$ cat src/rtl/fetch_sequencer.sv
// Instruction-fetch sequencer: owns the PC, drives the imem req/ack port,
// and holds a one-entry IF/ID slot with stall and redirect handling.
module fetch_sequencer #(
  parameter logic [31:0] RESET_PC = 32'h0000_0000
) (
  input  logic        clk,
  input  logic        rst,
  input  logic        stall_i,
  input  logic        redirect_i,
  input  logic [31:0] redirect_pc_i,
  output logic        imem_req_o,
  output logic [31:0] imem_addr_o,
  input  logic        imem_ack_i,
  input  logic [31:0] imem_rdata_i,
  output logic [31:0] instr_o,
  output logic [31:0] instr_pc_o,
  output logic        instr_valid_o,
  output logic [31:0] pc_o
);

  typedef enum logic [1:0] {
    IDLE  = 2'd0,
    BUSY  = 2'd1,
    DRAIN = 2'd2
  } state_e;

  state_e      state_q, state_d;
  logic [31:0] pc_q, pc_d;
  logic [31:0] drain_q, drain_d;
  logic [31:0] instr_q, instr_d;
  logic [31:0] ipc_q, ipc_d;
  logic        valid_q, valid_d;

  logic can_issue;
  logic req;
  logic ack;
  logic capture;

  assign can_issue = !valid_q || !stall_i;

  always_comb begin
    req = 1'b0;
    if (!rst) begin
      unique case (state_q)
        IDLE:    req = can_issue;
        BUSY:    req = 1'b1;
        DRAIN:   req = 1'b1;
        default: req = 1'b0;
      endcase
    end
  end

  assign ack     = req && imem_ack_i;
  assign capture = ack && (state_q != DRAIN) && !redirect_i;

  always_comb begin
    state_d = state_q;
    pc_d    = pc_q;
    drain_d = drain_q;
    instr_d = instr_q;
    ipc_d   = ipc_q;
    valid_d = valid_q;
    if (redirect_i) begin
      // Redirect wins; an in-flight fetch becomes a drain.
      valid_d = 1'b0;
      pc_d    = redirect_pc_i & ~32'h3;
      unique case (state_q)
        IDLE: begin
          if (req && !ack) begin
            drain_d = pc_q;
            state_d = DRAIN;
          end
        end
        BUSY: begin
          if (ack) begin
            state_d = IDLE;
          end else begin
            drain_d = pc_q;
            state_d = DRAIN;
          end
        end
        DRAIN: begin
          if (ack) state_d = IDLE;
        end
        default: state_d = IDLE;
      endcase
    end else begin
      if (capture) begin
        instr_d = imem_rdata_i;
        ipc_d   = pc_q;
        valid_d = 1'b1;
        pc_d    = pc_q + 32'd4;
      end else if (valid_q && !stall_i) begin
        valid_d = 1'b0;
      end
      unique case (state_q)
        IDLE: begin
          if (req && !ack) state_d = BUSY;
        end
        BUSY: begin
          if (ack) state_d = IDLE;
        end
        DRAIN: begin
          if (ack) state_d = IDLE;
        end
        default: state_d = IDLE;
      endcase
    end
  end

  always_ff @(posedge clk) begin
    if (rst) begin
      state_q <= IDLE;
      pc_q    <= RESET_PC;
      drain_q <= 32'h0;
      instr_q <= 32'h0;
      ipc_q   <= 32'h0;
      valid_q <= 1'b0;
    end else begin
      state_q <= state_d;
      pc_q    <= pc_d;
      drain_q <= drain_d;
      instr_q <= instr_d;
      ipc_q   <= ipc_d;
      valid_q <= valid_d;
    end
  end

  assign imem_req_o    = req;
  assign imem_addr_o   = (state_q == DRAIN) ? drain_q : pc_q;
  assign instr_o       = instr_q;
  assign instr_pc_o    = ipc_q;
  assign instr_valid_o = valid_q;
  assign pc_o          = pc_q;

endmodule
$ cat config.mk
export PLATFORM = sky130hd
export DESIGN_NAME = fetch_sequencer
export DESIGN_NICKNAME = d
export VERILOG_FILES = /design/src/rtl/fetch_sequencer.sv
export SDC_FILE = /design/constraint.sdc
export NUM_CORES = 1
export LEC_CHECK = 0
export CAP_MARGIN = 20
export CORE_MARGIN = 8
export CORE_UTILIZATION = 45
export DETAILED_ROUTE_END_ITERATION = 10
export GPL_TIMING_DRIVEN = 0
export PLACE_DENSITY = 0.83
export SLEW_MARGIN = 40
export SYNTH_ARGS = -nofsm -noshare
export SYNTH_HDL_FRONTEND = slang
export SYNTH_SLANG_ARGS = --single-unit
$ cat constraint.sdc
create_clock -name clk -period 2.2 [get_ports clk]
set_input_delay 0.44 -clock clk [delete_from_list [all_inputs] [get_ports clk]]
set_output_delay 0.44 -clock clk [all_outputs]
set_load 0.005 [all_outputs]
# After elaboration in Yosys (flattened, before gate mapping)

Index checks and enable logic that the tools add are counted.
Widths: inputs -> output; s select.

Bitwise operators: 1
Reduce and logical (&&, ||, !) cells: 18
Eq/ne operators: 5
Add/subtract/negate cells: 1
Muxes and demuxes: 17

Operators with widths:

| operator              | count |
|---|---|
| $mux 32               | 5 |
| $pmux 32 s2           | 1 |
| $add 32x3->32 const B | 1 |
| $mux 2                | 5 |
| $ne 2x2->1 const B    | 3 |
| $pmux 2 s3            | 1 |
| $reduce_bool 2->1     | 3 |
| $logic_and 1x1->1     | 5 |
| $logic_not 1->1       | 4 |
| $pmux 2 s2            | 1 |
| $reduce_and 4->1      | 1 |
| $reduce_or 2->1       | 2 |
| $mux 1                | 3 |
| $eq 2x1->1 const B    | 1 |
| $eq 2x2->1 const B    | 1 |
| $logic_not 2->1       | 1 |
| $pmux 1 s2            | 1 |
| $reduce_and 2->1      | 1 |
| $logic_or 1x1->1      | 1 |
| $not 1->1             | 1 |

Logic and storage cells: 49
Register bits after elaboration: 131
Output and inout port bits: 130
Input bits: 69

# Longest topological paths before layout

Word-level depth: 10
Mapped depth: 10

# Worst setup path after synthesis

No wires, ideal clock.

Path kind: register to register
Start: reg state_q[0]
End: reg pc_q[29] (netlist: pc_o[29])
Arrival: 1944 ps
Period minus slack after synthesis: 2035 ps
Cell stages (with the launch flop): 10
Buffers on the path: 2
Setup slack: 165 ps
Data required time: 2109 ps
Library setup time: 91 ps
Cell sequence: dfxtp_1 > inv_1 > ha_1 > buf_6 > and4b_1 > buf_6 > and2_4 > nand4_4 > or3_1 > a311oi_1

Word-level cells in the longest chain between the ends: 8
Elaborated cells between the ends (all ways): 11
Classes of those cells: 3 x eq/ne; 2 x mux; 6 x reduce/logical

RTL lines:

| item                                            | line | source |
|---|---|---|
| from (decl)                                     | 27   | `state_e state_q, state_d;` |
| from (signal assigned)                          | 120  | `state_q <= state_d;` |
| $eq 2x2->1 / $eq 2x1->1 (equally long branches) | 44   | `unique case (state_q)` |
| $reduce_or 2->1 (no source line)                | -    |  |
| $pmux 1 s2                                      | 44   |  |
| $mux 1                                          | 43   | `if (!rst) begin` |
| $logic_and 1x1->1                               | 53   | `assign ack = req && imem_ack_i;` |
| $logic_and 1x1->1 * (2 in a row)                | 54   | `assign capture = ack && (state_q != DRAIN) && !redirect_i;` |
| $reduce_bool 2->1 (no source line) *            | -    |  |
| to (signal assigned)                            | 121  | `pc_q <= pc_d;` |
| to (decl)                                       | 28   | `logic [31:0] pc_q, pc_d;` |

Mark *: on every way between the ends. The rest lies on a longest branch, timed or not.
A chain may end at the register's enable or synchronous reset.

# Worst setup path after layout

Start: reg state_q[0]
End: out imem_addr_o[13]

Word-level cells in the longest chain between the ends: 2

RTL lines:

| item       | line | source |
|---|---|---|
| $eq 2x2->1 | 130  | `assign imem_addr_o = (state_q == DRAIN) ? drain_q : pc_q;` |
| $mux 32    | 130  |  |
| to (decl)  | 12   | `output logic [31:0] imem_addr_o,` |

No other way between the ends.

==> flow_summary.yaml <==
timing:
  rsz0062_at_grt: "yes"
  maxSlewViolCount: 0
  hold_violations: 0
  tns_ns: -0.2595
  min_period_ns: 2.266
  fin_worst_skew_ns: 0.007926
  slew_headroom_pct: 52.60
  period_share_pct: 103.0
  fmax_ghz: 0.4412
  timing.hold.ws_ns: 0.4504
  worst_pin_slew_ns: 0.7110
  setup_violations: 13
  setup_slack_ns: -0.06630
critical_path:
  critPathMaxFanout: 6
  critPathRequiredTime_ns: 1.76
  crit_type: "flip-flop to output port"
  critPathLaunchType: "flip-flop"
  cp-end-kind: "output port"
  worstPathArrival_ns: 1.83
synthesis:
  seq_area_frac_synth_pct: 44.57
  synth_edf_count: 0
  ys_types: 51
  async_flop_share_pct: 0
  synth_top_area_share_pct: 44.57
  synth.ff_latch_count: 125
  avgSynthCellArea_um2: 8.584
  syn_inst: 654
  yosys-top-cells-area: "dfxtp_1 (45%), nand2_1 (9.5%), a21oi_1 (6.2%), mux2i_1 (5.7%), mux2_2 (5.6%)"
  yosysWarnings: 0
  synthFlopType: "dfxtp_1"
  yosysTopAreaCell: "dfxtp_1"
  netlist_area_um2: 5614
outcome:
  violations: "negative setup slack"
  outcome: "finished with violations"
placement:
  portBuffers: 189
  gp_congestion: 0.8358
  dp_hpwl_um: 13030
  placed_cell_area_um2: 7740
  dpl.cell_count: 1020
  place_ws_ns: -0.6597
drt:
  ant_nets: 0
  via_per_inst: 5.202
  drtIter0Drc: 372
  wl_um: 18930
  wl_per_cell_um: 17.63
  drc: 0
  vias: 5587
  first_pass_iters: 4
power_and_ir_drop:
  finalPower_mw: 6.780
  comb_power_share_pct: 18.2
  intPower_mw: 5.136
  p_leak_nw: 3.473
  clkPwrFrac_pct: 45.3
  power.switching_mw: 1.644
  p_seq_share_pct: 36.6
  powerDensity_nw_per_um2: 762.3
  switching_share_pct: 24.24
  ir_worst_vdd_mv: 0.5293
floorplanning:
  coreArea_um2: 12410
  die_h_um: 127.7
  rows: 41
  fp.dieW_um: 127.7
  ioPinCount: 199
  die-area_um2: 16310
  initial_utilization_pct: 45.22
clock_tree:
  cts_buffers: 17
  h-tree-depth: 4
  cts-root-buf: "clkbuf_16"
  path_clk_slew_ns: 0.05
  tritoncts: "built"
  clkSinkCount: 125
  clk_latency_ns: 0.41
  ctsHoldBuffers: 0
  clockBufferDepth: 2
finish:
  layout.cells.most_common: "clkdlybuf4s50_1"
  fillers: 946
  layout-drive-gt1-share_pct: 19.42
  final_area_um2: 8894
  mostFrequentLayoutCells: "clkdlybuf4s50_1 (158), nand2_1 (142), dfxtp_1 (123)"
  ff_latch_area_um2: 2507
  utilization_pct: 71.64
  area.growth.synth_to_final_pct: 58.41
  multi_input_area_um2: 3025
  layout.nets: 962
  final_cells: 1074
run:
  cap_violations: 0
hold_path:
  hold_path.class: "flip-flop to flip-flop"
global_routing:
  grt_overflow: 0
  grt_max_degree: 17
  grt_pass1_vias: 5388
  antenna_found_initial: 1
  grt_pass1_wl_um: 28890
  grt_util_all_layers_pct: 22.58
[logic make-up after synthesis]
| logic type | count (synthesis) | share of synthesized area (%) |
|---|---|---|
| fa+ha+maj | 5 | 1.114 |
| simple gates | 261 | 21.62 |
| flops | 125 | 44.57 |
| mux | 60 | 11.32 |
| xor+xnor | 21 | 3.276 |
| compound gates | 120 | 12.86 |
| other cells | 1 | 0.06680 |
| buf+inv | 61 | 5.171 |
[cell usage after synthesis (all sizes together) (6+ instances only)]
cell type / count
nand2: 142
nor4: 10
clkbuf: 27
a311oi: 6
nor2: 57
mux2: 28
xnor2: 19
mux2i: 32
dfxtp: 125
or3: 7
nand3: 11
nor3: 9
a211oi: 15
o21ai: 13
nand4: 7
inv: 7
buf: 27
a21oi: 70
[final cells by class]
cell class	instances	share of cell area [%]
Multi-Input combinational cell	473	34.02
Sequential cell	125	28.19
Timing Repair Buffer	212	23.82
Clock buffer	22	5.219
Buffer	52	3.883
Tap cell	172	2.420
Clock inverter	10	2.096
Inverter	7	0.3236
Antenna cell	1	0.02814
[routing by layer]
layer,vias up,part of all wire [%],GRT usage (%)
met1,2636,42,27.13
met2,220,49,37.38
li1,2702,-,-
met5,-,0,0
met4,0,2.4,8.881
met3,29,6.7,6.448
[worst paths after layout]
kind / startpoint / cells past startpoint / endpoint / slack [ns]
worst max-delay path: state_q[0] / 7 / imem_addr_o[13] / -0.07
worst min-delay path: instr_o[11] / 2 / instr_o[11] / 0.45
worst max register to register: state_q[0] / 11 / instr_o[27] / 0.07
worst min register to register: instr_o[11] / 2 / instr_o[11] / 0.45
[critical path, stage by stage, from the launching register on]
cell       delay, ns
dfxtp_2         0.32
inv_2           0.08
ha_4            0.23
clkbuf_16       0.18
buf_6           0.09
buf_6           0.10
mux2_4          0.29
buf_6           0.12
[flip-flops by register name, summed over array words and instances (netlist names)]
register	count
state_q	2
instr_pc_o	30
pc_o	30
instr_valid_o	1
instr_o	32
drain_q	30
[power by group through the flow]
| stage | Clock [mW] | Sequential (mW) | Combinational, mW |
|---|---|---|---|
| finish | 3.07 | 2.48 | 1.23 |
| CTS | 3.11 | 2.47 | 1.16 |
| global route | 3.20 | 2.49 | 1.31 |
| floorplan | 0 | 2.50 | 0.486 |
| global placement | 0 | 2.51 | 0.996 |
| detailed placement | 0 | 2.52 | 1.01 |
[timing repair]
action	in CTS	in global routing
endpoints found under the setup margin	130	94
gates resized for setup	190	48
hold endpoints to repair	0	0
pin swaps	4	4
buffers inserted	19	4
Note: power is estimated with default switching activity, not from simulation.
